## src/rtl/lut_mult_sequencer_if.sv

```systemverilog
// Operand/result handshakes and LUT drive/return lines for lut_mult_sequencer.
// The slave modport is the sequencer; master is its environment (PE control + LUT).
interface lut_mult_sequencer_if #(
    parameter int A_CHUNKS = 2,
    parameter int B_CHUNKS = 2,
    parameter int ACC_W    = 24
);
    logic                    in_valid;
    logic                    in_ready;
    logic [A_CHUNKS*4-1:0]   in_a;
    logic [B_CHUNKS*4-1:0]   in_b;
    logic                    out_valid;
    logic                    out_ready;
    logic [ACC_W-1:0]        out_result;
    logic                    busy;
    logic [3:0]              lut_comp1;
    logic [3:0]              lut_comp2;
    logic [2:0]              lut_i;
    logic [2:0]              lut_j;
    logic [20:0]             lut_data;

    modport slave (
        input  in_valid, in_a, in_b, out_ready, lut_data,
        output in_ready, out_valid, out_result, busy,
               lut_comp1, lut_comp2, lut_i, lut_j
    );

    modport master (
        output in_valid, in_a, in_b, out_ready, lut_data,
        input  in_ready, out_valid, out_result, busy,
               lut_comp1, lut_comp2, lut_i, lut_j
    );
endinterface

```

## src/rtl/lut_mult_sequencer.sv

```systemverilog
// Walks every (i, j) 4-bit chunk pair of two operands through the partial-product
// LUT, one pair per cycle, and sums the LUT's registered results into one product.
module lut_mult_sequencer #(
    parameter int A_CHUNKS = 2,
    parameter int B_CHUNKS = 2,
    parameter int ACC_W    = 24
) (
    input  logic                 clk,
    input  logic                 rst_n,
    lut_mult_sequencer_if.slave  bus
);
    typedef enum logic [1:0] {
        ST_IDLE  = 2'd0,
        ST_ISSUE = 2'd1,
        ST_DRAIN = 2'd2,
        ST_HOLD  = 2'd3
    } state_t;

    localparam logic [2:0] I_LAST = 3'(A_CHUNKS - 1);
    localparam logic [2:0] J_LAST = 3'(B_CHUNKS - 1);

    state_t                state_q, state_d;
    logic [A_CHUNKS*4-1:0] a_q, a_d;
    logic [B_CHUNKS*4-1:0] b_q, b_d;
    logic [2:0]            i_q, i_d;
    logic [2:0]            j_q, j_d;
    logic [ACC_W-1:0]      acc_q, acc_d;
    logic                  tag_q, tag_d;

    logic                  in_ready_s;
    logic                  accept_s;
    logic                  last_j_s;
    logic                  last_pair_s;
    logic [31:0]           a_pad_s;
    logic [31:0]           b_pad_s;

    assign last_j_s    = (j_q == J_LAST);
    assign last_pair_s = last_j_s && (i_q == I_LAST);
    assign accept_s    = bus.in_valid & in_ready_s;

    // FSM state register
    always_ff @(posedge clk or negedge rst_n) begin
        if (!rst_n) begin
            state_q <= ST_IDLE;
        end else begin
            state_q <= state_d;
        end
    end

    // FSM next-state logic
    always_comb begin
        state_d = state_q;
        case (state_q)
            ST_IDLE: begin
                if (bus.in_valid) state_d = ST_ISSUE;
                else              state_d = ST_IDLE;
            end
            ST_ISSUE: begin
                if (last_pair_s) state_d = ST_DRAIN;
                else             state_d = ST_ISSUE;
            end
            ST_DRAIN: begin
                state_d = ST_HOLD;
            end
            ST_HOLD: begin
                if (bus.out_ready && bus.in_valid) state_d = ST_ISSUE;
                else if (bus.out_ready)            state_d = ST_IDLE;
                else                               state_d = ST_HOLD;
            end
            default: begin
                state_d = ST_IDLE;
            end
        endcase
    end

    // FSM output decode: handshakes and LUT drive
    always_comb begin
        a_pad_s       = 32'(a_q);
        b_pad_s       = 32'(b_q);
        in_ready_s    = 1'b0;
        bus.out_valid = 1'b0;
        bus.busy      = 1'b0;
        bus.lut_comp1 = 4'd0;
        bus.lut_comp2 = 4'd0;
        bus.lut_i     = 3'd0;
        bus.lut_j     = 3'd0;
        case (state_q)
            ST_IDLE: begin
                in_ready_s = 1'b1;
            end
            ST_ISSUE: begin
                bus.busy      = 1'b1;
                bus.lut_comp1 = a_pad_s[{i_q, 2'b00} +: 4];
                bus.lut_comp2 = b_pad_s[{j_q, 2'b00} +: 4];
                bus.lut_i     = i_q;
                bus.lut_j     = j_q;
            end
            ST_DRAIN: begin
                bus.busy = 1'b1;
            end
            ST_HOLD: begin
                bus.out_valid = 1'b1;
                in_ready_s    = bus.out_ready;
            end
            default: begin
                in_ready_s = 1'b0;
            end
        endcase
    end

    assign bus.in_ready   = in_ready_s;
    assign bus.out_result = acc_q;

    // Operand capture, chunk-index walk and accumulation of tagged LUT results
    always_comb begin
        a_d   = a_q;
        b_d   = b_q;
        i_d   = i_q;
        j_d   = j_q;
        acc_d = acc_q;
        // The LUT answers one cycle after each ISSUE cycle; the tag marks that cycle.
        tag_d = (state_q == ST_ISSUE);
        if (accept_s) begin
            a_d   = bus.in_a;
            b_d   = bus.in_b;
            i_d   = 3'd0;
            j_d   = 3'd0;
            acc_d = {ACC_W{1'b0}};
        end else begin
            if (state_q == ST_ISSUE) begin
                if (last_j_s) begin
                    j_d = 3'd0;
                    if (last_pair_s) i_d = 3'd0;
                    else             i_d = i_q + 3'd1;
                end else begin
                    j_d = j_q + 3'd1;
                end
            end else begin
                j_d = j_q;
            end
            if (tag_q) acc_d = acc_q + ACC_W'(bus.lut_data);
            else       acc_d = acc_q;
        end
    end

    // Datapath registers
    always_ff @(posedge clk or negedge rst_n) begin
        if (!rst_n) begin
            a_q   <= '0;
            b_q   <= '0;
            i_q   <= 3'd0;
            j_q   <= 3'd0;
            acc_q <= '0;
            tag_q <= 1'b0;
        end else begin
            a_q   <= a_d;
            b_q   <= b_d;
            i_q   <= i_d;
            j_q   <= j_d;
            acc_q <= acc_d;
            tag_q <= tag_d;
        end
    end
endmodule
```

## src/flat_wrapper.sv

```systemverilog
// flat-port wrapper written by rule: the top's interface ports become plain ports
module lut_mult_sequencer_flat 
#(
    parameter int A_CHUNKS = 2,
    parameter int B_CHUNKS = 2,
    parameter int ACC_W    = 24
)
  (clk, rst_n, bus_in_valid, bus_in_a, bus_in_b, bus_out_ready, bus_lut_data, bus_in_ready, bus_out_valid, bus_out_result, bus_busy, bus_lut_comp1, bus_lut_comp2, bus_lut_i, bus_lut_j);
  lut_mult_sequencer_if #(.A_CHUNKS(A_CHUNKS), .B_CHUNKS(B_CHUNKS), .ACC_W(ACC_W)) bus_i ();
  input  logic clk;
  input  logic rst_n;
  input wire logic [$bits(bus_i.in_valid)-1:0] bus_in_valid;
  input wire logic [$bits(bus_i.in_a)-1:0] bus_in_a;
  input wire logic [$bits(bus_i.in_b)-1:0] bus_in_b;
  input wire logic [$bits(bus_i.out_ready)-1:0] bus_out_ready;
  input wire logic [$bits(bus_i.lut_data)-1:0] bus_lut_data;
  output wire logic [$bits(bus_i.in_ready)-1:0] bus_in_ready;
  output wire logic [$bits(bus_i.out_valid)-1:0] bus_out_valid;
  output wire logic [$bits(bus_i.out_result)-1:0] bus_out_result;
  output wire logic [$bits(bus_i.busy)-1:0] bus_busy;
  output wire logic [$bits(bus_i.lut_comp1)-1:0] bus_lut_comp1;
  output wire logic [$bits(bus_i.lut_comp2)-1:0] bus_lut_comp2;
  output wire logic [$bits(bus_i.lut_i)-1:0] bus_lut_i;
  output wire logic [$bits(bus_i.lut_j)-1:0] bus_lut_j;
  assign bus_i.in_valid = bus_in_valid;
  assign bus_i.in_a = bus_in_a;
  assign bus_i.in_b = bus_in_b;
  assign bus_i.out_ready = bus_out_ready;
  assign bus_i.lut_data = bus_lut_data;
  assign bus_in_ready = bus_i.in_ready;
  assign bus_out_valid = bus_i.out_valid;
  assign bus_out_result = bus_i.out_result;
  assign bus_busy = bus_i.busy;
  assign bus_lut_comp1 = bus_i.lut_comp1;
  assign bus_lut_comp2 = bus_i.lut_comp2;
  assign bus_lut_i = bus_i.lut_i;
  assign bus_lut_j = bus_i.lut_j;
  lut_mult_sequencer #(.A_CHUNKS(A_CHUNKS), .B_CHUNKS(B_CHUNKS), .ACC_W(ACC_W)) u_core (.clk(clk), .rst_n(rst_n), .bus(bus_i));
endmodule
```

## config.mk

```make
export PLATFORM = sky130hd
export DESIGN_NAME = lut_mult_sequencer_flat
export DESIGN_NICKNAME = d
export VERILOG_FILES = /design/src/rtl/lut_mult_sequencer_if.sv /design/src/rtl/lut_mult_sequencer.sv /design/src/flat_wrapper.sv
export SDC_FILE = /design/constraint.sdc
export NUM_CORES = 1
export LEC_CHECK = 0
export BUFFER_PORTS_ARGS = -buffer_cell sky130_fd_sc_hd__buf_2
export CAP_MARGIN = 5
export CORE_AREA = 2 2 91 93
export DETAILED_ROUTE_END_ITERATION = 8
export DIE_AREA = 0 0 93 95
export PLACE_DENSITY = 0.67
export SLEW_MARGIN = 20
export SYNTH_ARGS = -nofsm -noshare
export SYNTH_HDL_FRONTEND = slang
export SYNTH_SLANG_ARGS = --single-unit
```

## constraint.sdc

```tcl
create_clock -name clk -period 2.52 [get_ports clk]
set_input_delay 0 -clock clk [delete_from_list [all_inputs] [get_ports clk]]
set_output_delay 0 -clock clk [all_outputs]
set_load 0.01 [all_outputs]
```

==> flow_metrics.env <==
export IMPL_status="completed"
export IMPL_syn_area_sq_um=3423
export IMPL_place_area_sq_um=3956
export IMPL_crit_path_max_fanout=5
export IMPL_numCtsBuffers=5
export IMPL_place_gp_congestion=0.8755
export IMPL_htree_levels=2
export IMPL_setup_tns_ps=0
export IMPL_die_area_sq_um=8835
export IMPL_start_util=0.4318
export IMPL_synth_top_area_cell="dfrtp_1"
export IMPL_area_delta_synth_final_pct=24.89
export IMPL_critical_path_depth=9
export IMPL_grt_overflow_total=0
export IMPL_critical_path_required_ps=2760
export IMPL_p_sw_mw=2.616
export IMPL_post_route_period_util=0.9380
export IMPL_numPortBuffers=81
export IMPL_diodes=0
export IMPL_internal_power_mw=2.933
export IMPL_async_flop_share=1.000
export IMPL_hold_path_class="input port to flip-flop"
export IMPL_route_detailed_drc=0
export IMPL_avgViaCountPerCell=5.389
export IMPL_yosysSeqAreaShare=0.3582
export IMPL_clkPwrFrac=0.109
export IMPL_crit_chain="ha_1 -> inv_1 -> fa_1 -> and2b_2 -> o211ai_4 -> a2111oi_4 -> or3_1 -> nand3_1 -> a21oi_1"
export IMPL_final_area_sq_um=4275
export IMPL_cts_num_sinks=49
export IMPL_vias=3298
export IMPL_core_area_sq_um=7928
export IMPL_clock_root_buffer="clkbuf_8"
export IMPL_drt_pass1_iter_count=4
export IMPL_rows=33
export IMPL_nNetsFinal=575
export IMPL_drt_iter0_drc=157
export IMPL_top_layer_used="met4"
export IMPL_comb_power_share=0.622
export IMPL_final_hold_violation_count=0
export IMPL_routed_wl_met3_microns=447
export IMPL_crit_path_start="u_core.bus.out_result[0]$_DFFE_PN0P_"
export IMPL_place_hpwl_microns=6711
export IMPL_ys_ff_latch=49
export IMPL_min_period_ps=2364
export IMPL_critPathLaunchType="flip-flop"
export IMPL_wl_met1_microns=4143
export IMPL_yosysTopAreaCellShare=0.3582
export IMPL_clk_latency_ps=300
export IMPL_r2r_start="u_core.bus.out_result[0]$_DFFE_PN0P_"
export IMPL_chipHeight_microns=95
export IMPL_grt_max_degree=36
export IMPL_dieWidth_microns=93
export IMPL_rsz0062_at_grt="no"
export IMPL_max_slew_margin=0.4234
export IMPL_ant_nets=0
export IMPL_grt_use_total=0.2130
export IMPL_wl_per_cell_microns=15.05
export IMPL_cts_tree="built"
export IMPL_crit_family="compound AO/OA/AOI/OAI gates"
export IMPL_crit_type="flip-flop to flip-flop"
export IMPL_clk_pin_slew_ps=100
export IMPL_ys_flop_type="dfrtp_1"
export IMPL_setup_viol=0
export IMPL_max_freq_mhz=423.1
export IMPL_pwr_share_seq=0.270
export IMPL_synth_cells=407
export IMPL_worstMarginPinSlew_ps=864.9
export IMPL_synth_area_leaders="dfrtp_1 (36%), ha_1 (9.9%), nand2_1 (8.0%), mux2i_1 (5.3%), a21oi_1 (4.8%)"
export IMPL_ir_worst_vdd_uv=597.9
export IMPL_ys_warnings_count=0
export IMPL_critical_path_max_stage_delay_ps=430
export IMPL_wl_met2_microns=4519
export IMPL_switching_share=0.4715
export IMPL_power_leakage_nw=2.144
export IMPL_ios=82
export IMPL_path_buf_inv=1
export IMPL_r2r_end="u_core.bus.out_result[12]$_DFFE_PN0P_"
export IMPL_critPathCapture="u_core.bus.out_result[12]$_DFFE_PN0P_"
export IMPL_p_per_area_nw_per_um2=1298
export IMPL_fin_worst_skew_ps=10.07
export IMPL_end_kind="flip-flop"
export IMPL_drv_cap=0
export IMPL_wl_microns=9211
export IMPL_cp_slowest_cell="a2111oi_4"
export IMPL_synthDistinctLibCells=53
export IMPL_grt_pass1_vias=3242
export IMPL_grt_pass1_wl_microns=15100
export IMPL_cts_buffer_depth=2
export IMPL_synth_edf_count=0
export IMPL_drive_gt1_frac=0.2150
export IMPL_worst_r2r_setup_slack_ps=160
export IMPL_syn_nets=476
export IMPL_worst_r2r_path_depth=9
export IMPL_antenna_found_initial=0
export IMPL_drv_slew=0
export IMPL_syn_avg_cell_area_sq_um=8.411
export IMPL_arrival_ps=2600
-- cell type report --
type | count | area, sq um
multi-input cells | 330 | 2107
fillers | 763 | 3652
clock inverters | 1 | 30.03
flip-flops and latches | 49 | 1226
inverters | 13 | 48.80
well taps | 105 | 131.4
clock buffers | 7 | 86.33
repair buffers | 107 | 645.6
-- per-stage QoR --
stage,std cells,hold WS (ps),utilization,power (mW),setup slack (ps)
finish,612,27.78,0.5393,5.549,156.4
global route,612,52.95,0.5393,6.069,20.94
CTS,612,23.30,0.5365,5.525,96.33
detailed placement,586,168.5,0.4991,4.882,117.1
global placement,586,150.8,0.4991,4.784,223.7
floorplan,407,-295.6,-,3.907,272.7
-- logic make-up after synthesis --
family	count (synthesis)	synth area share
AOI/OAI and AO/OA	99	0.1904
muxes	18	0.05263
and+or+nand+nor	174	0.2332
xor gates and xnor gates	11	0.02814
adders and majority gates	28	0.1045
DFF	49	0.3582
buffers and inverters	28	0.03290
-- registers in the layout, summed over array words and instances (netlist names) --
signal / flops
u_core.state_q: 2
u_core.a_q: 8
u_core.j_q: 3
u_core.i_q: 3
u_core.b_q: 8
u_core.tag_q: 1
u_core.bus.out_result: 24
-- per-layer routing --
layer	global-route usage	up-vias
met5	0	-
met4	0.06005	0
met3	0.03591	8
met2	0.3611	97
met1	0.2813	1565
li1	-	1628
-- what timing repair did --
item | CTS | global route
endpoints found under the setup margin | 0 | 3
hold endpoints to repair | 50 | 0
resized for setup | 0 | 3
buffers inserted | 0 | 0
hold buffers | 18 | 0
-- synthesized netlist by cell type (all sizes together) (2+ instances only) --
cell     count
nand2b       3
nand2       74
a221oi       2
a31oi        2
or3          4
o2111ai      2
a211oi       5
nor3b        2
nand4        3
xor2         4
and2        11
a211o        3
nor2b        4
o21a         7
a21boi       2
nand3       16
o21ai       20
o211ai       3
a21oi       34
clkbuf      14
nor3        12
dfrtp       49
inv         13
mux2i       18
o31ai        3
xnor2        7
a21o         7
nor2        38
o21bai       3
ha          27
-- tightest hold or removal path, cell delays in order --
cell     delay, ps
buf_2          100
a21oi_1         60
nor2_1          90
a21oi_1         50
-- worst min path at each step --
stage,from,cells past startpoint,end,slack (ps)
floorplan,rst_n,0,u_core.a_q[0]$_DFFE_PN0P_,-300
global placement,rst_n,1,u_core.bus.out_result[7]$_DFFE_PN0P_,150
detailed placement,rst_n,1,u_core.bus.out_result[7]$_DFFE_PN0P_,170
CTS,bus_out_ready,4,u_core.state_q[0]$_DFF_PN0_,20
global route,bus_out_ready,4,u_core.state_q[0]$_DFF_PN0_,50
finish,bus_out_ready,4,u_core.state_q[0]$_DFF_PN0_,30
-- power groups by stage --
stage	sequential, mW	combinational, mW	clock [mW]
2_1_floorplan	1.48	2.43	0
3_3_place_gp	1.49	3.29	0
3_5_place_dp	1.51	3.37	0
4_1_cts	1.50	3.41	0.618
5_1_grt	1.56	3.86	0.649
6_report	1.50	3.45	0.603
-- placed cells by master, fill, tap and decap left out, types with 10 or more instances in the layout --
master,instances
inv_1,13
nor3_1,12
dfrtp_1,49
nor2_1,38
dlygate4sd3_1,18
a21oi_1,33
nand3_1,16
nand2_1,73
buf_2,81
o21ai_0,17
ha_1,27
mux2i_1,18
and2_1,10
(Power assumes the default switching activity.)
